===== src/rtl/serial_stream.sv =====
// serial_stream: fetches channel-interleaved sample words from SRAM over a Wishbone
// read master and shifts them out MSB-first on N_CH serial lanes. Build macro: SERIAL_LOOP_EN.
module serial_stream #(
  parameter int N_CH    = 3,
  parameter int DATA_W  = 16,
  parameter int ADDR_W  = 18,
  parameter int CLK_DIV = 2
) (
  input  logic              wb_clk_i,
  input  logic              wb_rst_i,
  input  logic              wb_cyc_i,
  input  logic              wb_stb_i,
  output logic              wb_ack_o,
  input  logic [ADDR_W-1:0] base_adr_i,
  input  logic [15:0]       n_frames_i,
  input  logic              loop_i,
  input  logic              stop_i,
  output logic              busy_o,
  output logic              done_o,
  output logic              underrun_o,
  output logic              sram_wb_cyc_o,
  output logic              sram_wb_stb_o,
  output logic              sram_wb_we_o,
  input  logic              sram_wb_ack_i,
  output logic [ADDR_W-1:0] sram_wb_adr_o,
  input  logic [DATA_W-1:0] sram_wb_dat_i,
  output logic              serial_clk_o,
  output logic              serial_frame_o,
  output logic [N_CH-1:0]   serial_dat_o
);

  localparam int CH_W  = (N_CH > 1) ? $clog2(N_CH) : 1;
  localparam int BIT_W = (DATA_W > 1) ? $clog2(DATA_W) : 1;
  localparam int DIV_W = $clog2(2 * CLK_DIV + 1);

  localparam logic [1:0] F_IDLE = 2'd0;
  localparam logic [1:0] F_REQ  = 2'd1;
  localparam logic [1:0] F_FULL = 2'd2;

  localparam logic [1:0] S_IDLE  = 2'd0;
  localparam logic [1:0] S_WAIT  = 2'd1;
  localparam logic [1:0] S_SHIFT = 2'd2;
  localparam logic [1:0] S_GAP   = 2'd3;

  logic [1:0]        r_fstate;
  logic [1:0]        r_sstate;
  logic [CH_W-1:0]   r_ch;
  logic [ADDR_W-1:0] r_addr;
  logic [15:0]       r_fleft;
  logic [15:0]       r_sleft;
  logic [DATA_W-1:0] r_buf [N_CH];
  logic [DATA_W-1:0] r_sh  [N_CH];
  logic [DIV_W-1:0]  r_div;
  logic [BIT_W-1:0]  r_bit;
  logic              r_sclk;
  logic              r_busy;
  logic              r_ack;
  logic              r_done;
  logic              r_underrun;
  logic              r_stop;

  logic w_start;
  logic w_stop;
  logic w_full;
  logic w_loop;
  logic w_last;
  logic w_finish;
  logic w_bound;
  logic w_done;
  logic w_load;

`ifdef SERIAL_LOOP_EN
  logic              r_loop;
  logic [ADDR_W-1:0] r_base;
  logic [15:0]       r_nfr;

  always_ff @(posedge wb_clk_i) begin
    if (wb_rst_i) begin
      r_loop <= 1'b0;
      r_base <= '0;
      r_nfr  <= '0;
    end else if (w_start) begin
      r_loop <= loop_i;
      r_base <= base_adr_i;
      r_nfr  <= n_frames_i;
    end
  end

  assign w_loop = r_loop;
`else
  logic w_unused_loop;
  assign w_unused_loop = loop_i;
  assign w_loop        = 1'b0;
`endif

  assign w_start  = wb_cyc_i & wb_stb_i & ~r_busy;
  assign w_stop   = r_stop | stop_i;
  assign w_full   = (r_fstate == F_FULL);
  assign w_last   = (r_sleft == 16'd0) & ~w_loop;
  assign w_finish = w_stop | w_last;
  // Frame boundary: first-frame wait, or the final cycle of a gap.
  assign w_bound  = (r_sstate == S_WAIT) | ((r_sstate == S_GAP) & (r_div == '0));
  // Never go idle with a read still outstanding on the SRAM bus.
  assign w_done   = w_bound & w_finish & (r_fstate != F_REQ);
  assign w_load   = w_bound & ~w_finish & w_full;

  always_ff @(posedge wb_clk_i) begin
    if (wb_rst_i) begin
      r_fstate <= F_IDLE;
      r_ch     <= '0;
      r_addr   <= '0;
      r_fleft  <= '0;
      for (int c = 0; c < N_CH; c++) r_buf[c] <= '0;
    end else if (w_start) begin
      r_ch     <= '0;
      r_addr   <= base_adr_i;
      r_fleft  <= n_frames_i;
      r_fstate <= (n_frames_i != 16'd0) ? F_REQ : F_IDLE;
    end else begin
      case (r_fstate)
        F_REQ: begin
          if (sram_wb_ack_i) begin
            if (w_stop) begin
              r_fstate <= F_IDLE;
            end else begin
              r_buf[r_ch] <= sram_wb_dat_i;
              if (r_ch == CH_W'(N_CH - 1)) begin
                r_ch     <= '0;
                r_fstate <= F_FULL;
`ifdef SERIAL_LOOP_EN
                if (r_loop && (r_fleft == 16'd1)) begin
                  r_fleft <= r_nfr;
                  r_addr  <= r_base;
                end else begin
                  r_fleft <= r_fleft - 16'd1;
                  r_addr  <= r_addr + ADDR_W'(1);
                end
`else
                r_fleft <= r_fleft - 16'd1;
                r_addr  <= r_addr + ADDR_W'(1);
`endif
              end else begin
                r_ch   <= r_ch + CH_W'(1);
                r_addr <= r_addr + ADDR_W'(1);
              end
            end
          end
        end
        F_FULL: begin
          if (w_stop)      r_fstate <= F_IDLE;
          else if (w_load) r_fstate <= (r_fleft != 16'd0) ? F_REQ : F_IDLE;
        end
        default: r_fstate <= F_IDLE;
      endcase
    end
  end

  always_ff @(posedge wb_clk_i) begin
    if (wb_rst_i) begin
      r_sstate   <= S_IDLE;
      r_sleft    <= '0;
      r_div      <= '0;
      r_bit      <= '0;
      r_sclk     <= 1'b0;
      r_busy     <= 1'b0;
      r_ack      <= 1'b0;
      r_done     <= 1'b0;
      r_underrun <= 1'b0;
      r_stop     <= 1'b0;
      for (int c = 0; c < N_CH; c++) r_sh[c] <= '0;
    end else if (w_start) begin
      r_sstate   <= S_WAIT;
      r_sleft    <= n_frames_i;
      r_busy     <= 1'b1;
      r_ack      <= 1'b1;
      r_done     <= 1'b0;
      r_underrun <= 1'b0;
      r_stop     <= 1'b0;
    end else begin
      r_ack  <= 1'b0;
      r_done <= 1'b0;
      if (r_busy && stop_i) r_stop <= 1'b1;
      if (w_done) begin
        r_sstate <= S_IDLE;
        r_busy   <= 1'b0;
        r_done   <= 1'b1;
      end else if (w_load) begin
        for (int c = 0; c < N_CH; c++) r_sh[c] <= r_buf[c];
        r_sstate <= S_SHIFT;
        r_div    <= DIV_W'(CLK_DIV - 1);
        r_bit    <= BIT_W'(DATA_W - 1);
        r_sclk   <= 1'b0;
        if (r_sleft != 16'd0) r_sleft <= r_sleft - 16'd1;
      end else begin
        case (r_sstate)
          S_SHIFT: begin
            if (r_div != '0) begin
              r_div <= r_div - DIV_W'(1);
            end else begin
              r_div <= DIV_W'(CLK_DIV - 1);
              if (!r_sclk) begin
                r_sclk <= 1'b1;
              end else begin
                r_sclk <= 1'b0;
                if (r_bit == '0) begin
                  r_sstate <= S_GAP;
                  r_div    <= DIV_W'(2 * CLK_DIV - 1);
                end else begin
                  r_bit <= r_bit - BIT_W'(1);
                  for (int c = 0; c < N_CH; c++) r_sh[c] <= {r_sh[c][DATA_W-2:0], 1'b0};
                end
              end
            end
          end
          S_GAP: begin
            if (r_div != '0) begin
              r_div <= r_div - DIV_W'(1);
            end else begin
              // Buffer not ready at the end of a gap: wait with the frame low.
              r_sstate <= S_WAIT;
              if (!w_finish) r_underrun <= 1'b1;
            end
          end
          default: ;
        endcase
      end
    end
  end

  assign wb_ack_o       = r_ack;
  assign busy_o         = r_busy;
  assign done_o         = r_done;
  assign underrun_o     = r_underrun;
  assign sram_wb_cyc_o  = (r_fstate == F_REQ);
  assign sram_wb_stb_o  = (r_fstate == F_REQ);
  assign sram_wb_we_o   = 1'b0;
  assign sram_wb_adr_o  = r_addr;
  assign serial_clk_o   = r_sclk;
  assign serial_frame_o = (r_sstate == S_SHIFT);

  always_comb begin
    serial_dat_o = '0;
    for (int c = 0; c < N_CH; c++) serial_dat_o[c] = r_sh[c][DATA_W-1];
  end

endmodule

===== config.mk =====
export PLATFORM = sky130hd
export DESIGN_NAME = serial_stream
export DESIGN_NICKNAME = d
export VERILOG_FILES = /design/src/rtl/serial_stream.sv
export SDC_FILE = /design/constraint.sdc
export NUM_CORES = 1
export LEC_CHECK = 0
export ABC_AREA = 1
export CAP_MARGIN = 20
export CORE_MARGIN = 4
export CORE_UTILIZATION = 40
export DETAILED_ROUTE_END_ITERATION = 7
export HOLD_SLACK_MARGIN = 0.15
export MAX_ROUTING_LAYER = met4
export PLACE_DENSITY = 0.69
export SLEW_MARGIN = 20
export SYNTH_ARGS = -nofsm -noshare
export SYNTH_HDL_FRONTEND = slang
export SYNTH_SLANG_ARGS = --single-unit

===== constraint.sdc =====
create_clock -name wb_clk_i -period 5.7 [get_ports wb_clk_i]
set_clock_uncertainty 0.05 [all_clocks]
set_input_delay 1.14 -clock wb_clk_i [delete_from_list [all_inputs] [get_ports wb_clk_i]]
set_output_delay 1.14 -clock wb_clk_i [all_outputs]
set_load 0.03 [all_outputs]

; Word level (Yosys, flattened, before mapping)
; Memories as Yosys holds them, arrays and structs flattened.
; Cells that the tools add are included.
; Widths: inputs -> output; s select.
[totals]
register_bits = 69
ramBits = 96
inputBits = 57
wordCells = 182
n_memories = 2
[memory_table]
columns = memory, depth, width, read_ports, rd_ports_with_merged_regs, write_ports, line_no
row1 = r_buf, 3, 16, 3, 0, 3, 51  ; logic [DATA_W-1:0] r_buf [N_CH];
row2 = r_sh, 3, 16, 3, 0, 3, 52  ; logic [DATA_W-1:0] r_sh [N_CH];
[classes]
addsub = 6
eq_ne = 23
muxes = 81
bitwise_logic = 23
reduce_logical = 32
[op_table]
columns = cell, n
row1 = $mux 16, 16
row2 = $mux 18, 4
row3 = $reduce_bool 16->1, 3
row4 = $mux 1, 35
row5 = $sub 16x1->16 const B, 2
row6 = $mux 2, 15
row7 = $mux 4, 5
row8 = $add 18x1->18 const B, 1
row9 = $logic_not 16->1, 1
row10 = $reduce_bool 2->1, 8
row11 = $reduce_or 16->1, 1
row12 = $reduce_and 5->1, 3
row13 = $reduce_and 3->1, 4
row14 = $reduce_and 4->1, 3
row15 = $ne 5x1->1 const B, 2
row16 = $ne 5x5->1 const B, 2
row17 = $mux 3, 3
row18 = $ne 3x1->1 const B, 3
row19 = $or 1x1->1, 9
row20 = $eq 2x2->1 const B, 4
row21 = $ne 2x2->1 const B, 4
row22 = $pmux 2 s2, 2
row23 = $and 1x1->1, 7
row24 = $not 1->1, 7
row25 = other kinds (18), 21

; Longest topological paths before layout
[depth]
ltp_word = 12
mapped_depth = 13

; Worst setup path after synthesis
; No wires, ideal clock.
[synth_timing]
path_kind = input to register
from = in wb_stb_i
to = mem r_sh[0][0] (enable)
setup_time_ns = 0.467
t_arrival_ns = 4.020
setup_slack_ns = 1.163
stages = 5
path_cell_list = nand3b_4 > inv_4 > buf_2 > buf_2 > o211ai_1
[synth_lines]
columns = item, line_no
row1 = "start, declared", 12  ; input logic wb_stb_i,
row2 = "end, declared", 52

==> metrics.txt <==
outcome=completed; DR iter-0 viols=533; Final Hold Vio Count=0; Worst Slack Setup Final=2370 ps; Post-CTS Hold Buffers=0; drt drc=0; synth unique cells=45; Critical Path Fanout Max=18; f_max=0.300 GHz; max-cap viol count=0; Synth Register Bits=165; # fillers=1946; final period utilization=0.584; ratio of cells with drive above 1 in the final layout=0.0808; Ys Warns=0; global-route wire length before repair=31900 um; Slew Limit Headroom=0.473; Root Buffer=clkbuf_16; Worst-Margin Slew=788 ps; P&R area growth vs syn=19.2%; Setup-failing EPs final=0; Post-Place Worst Slack=1920 ps; drt pass-1 iters=6; later-pin clock latency in the skew report=430 ps; DP HPWL=13200 um; vias after detailed routing=6726; initial antenna violation count=0; flop2flop setup slack=2770 ps; post-synth net total=1029; io pins=87; CTS Buf Count=17; Cell Pwr Density=284 nW/um^2; antenna cells=0; wire per inst=14.9 um; Slew Viols, Final=0; Static Leak=4.13 nW; antenna-violating nets left=0; multi-input logic area=3420 sq um; min cycle time layout=3330 ps; Die Y=152 um; Post-Syn Instances=962; final wirelength=19600 um; RSZ-0062 raised after global routing=no; H-tree depth=4; Worst setup SP type=primary input; Worst IR Drop VDD=256 uV; Max clock buf depth=2; Reg area=4260 sq um; vias in the first global route=6296; Synth Area per Inst=8.60 sq um; largest net degree at the start of global routing=49; Setup crit end kind=register; Hold Crit Class=register to register; post-CTS sizing=0; GR Overflow Total=0; mapped cell area=8280 sq um; Starting Density=0.408; Core Area=20300 sq um; worst path arrival time=3330 ps; IO buf count=84; Seq/Total Area, Yosys=0.515; Util after Layout=0.486; CP required=5700 ps; die area=23100 sq um; Reg clk slew, reported paths=60 ps; Setup Total Neg Slack=0 ps; Vias/cell=5.13; WS Path Type=primary input to register; Final GP Congestion=0.887; placement row count=52; clk sink count=165; Die W=152 um; # nets final=1094; GRT Total Usage=0.173; CTS tree=yes; post-CTS setup buffers=0
## Yosys cell counts (all sizes together)
library cell  count  area [sq um]
or2               4          25.0
nor3b             1          12.5
mux2i             1          10.0
buf              28           193
clkbuf           19          71.3
nand2           204           807
conb              1          3.75
o21ai            41           205
nand3b            1          20.0
a211oi            4          30.0
a31oi            20           125
and2              2          12.5
o22ai             4          25.0
nor2            142           624
nand4            15           109
edfxtp           96          2880
dfxtp            69          1380
ha               10           125
xnor2            11          96.3
o211ai            9          67.6
o221ai            1          8.76
nand3           126           686
inv              87           334
nor3             10          50.1
a21oi            35           186
o21bai            1          7.51
xor2             19           166
a32o              1          10.0
## where the power goes
part,internal (mW),switching (mW),leakage [nW]
Clock,0.650,0.505,0.295
Combinational,0.124,0.195,2.28
Sequential,1.30,0.0273,1.55
## critical path: stages
cell	delay, ps
clkdlybuf4s50_1	470
nor2_4	220
nand2_4	110
nor2_8	170
inv_4	90
nor2_8	200
nand3_4	250
nand2_1	670
## path summary, 6_finish.rpt
kind / from / endpoint / cells after the start
setup / recovery: stop_i / r_buf[1][4] / 8
hold / removal: underrun_o / underrun_o / 2
setup reg to reg: r_div[0] / r_sh[0][32] / 10
hold reg to reg: underrun_o / underrun_o / 2
## layout by cell type, fill, tap and decap left out, drive strengths merged
master	instances
nand3b	1
ha	10
nand4	15
edfxtp	96
o221ai	1
xnor2	11
clkinvlp	1
nor2	142
clkbuf	21
a32o	1
o21bai	1
clkdlybuf4s50	84
clkinv	2
or2	4
buf	9
a21oi	35
nor3	10
mux2i	1
nand2	204
o22ai	4
xor2	19
nor3b	1
dfxtp	69
o21ai	41
inv	95
a31oi	20
and2	2
o211ai	9
a211oi	4
conb	1
nand3	126
## cells by family after synthesis
family,count (synthesis),synth area share
AND/OR/NAND/NOR,505,0.283
flip-flops,165,0.515
buffers and inverters,134,0.0723
AO/OA/AOI/OAI,116,0.0804
XOR/XNOR,30,0.0318
adder cells (fa/ha/maj),10,0.0151
other,1,0.000453
multiplexers,1,0.00121
## area by class of cell
cell class	instances	share of cell area
inverters	87	0.0340
multi-input cells	663	0.347
clock inverters	11	0.00951
flip-flops and latches	165	0.432
well taps	270	0.0342
repair buffers	93	0.0921
clock buffers	21	0.0511
## through the flow
stage | instances | power, mW | instance area [sq um] | hold WS [ps]
floorplan | 962 | 1.56 | 8280 | 394
global placement | 1278 | 1.67 | 9270 | 388
detailed placement | 1278 | 1.67 | 9270 | 408
CTS | 1310 | 2.82 | 9870 | 418
global route | 1310 | 2.91 | 9870 | 445
finish | 1310 | 2.80 | 9870 | 412
## flip-flops by register name, summed over array words and instances, names as in the netlist, 2 cells and up
signal,flops
r_sleft,16
r_ch,2
r_fstate,2
r_buf,48
r_bit,4
sram_wb_adr_o,18
r_sh,48
r_fleft,16
r_div,3
r_sstate,2
## per-layer routing
layer	track usage	wire length (um)	vias up
li1	-	-	3355
met5	-	0	-
met2	0.271	9030	209
met3	0.0310	1130	28
met1	0.230	9080	3134
met4	0.0518	346	0
(Power assumes the default switching activity.)
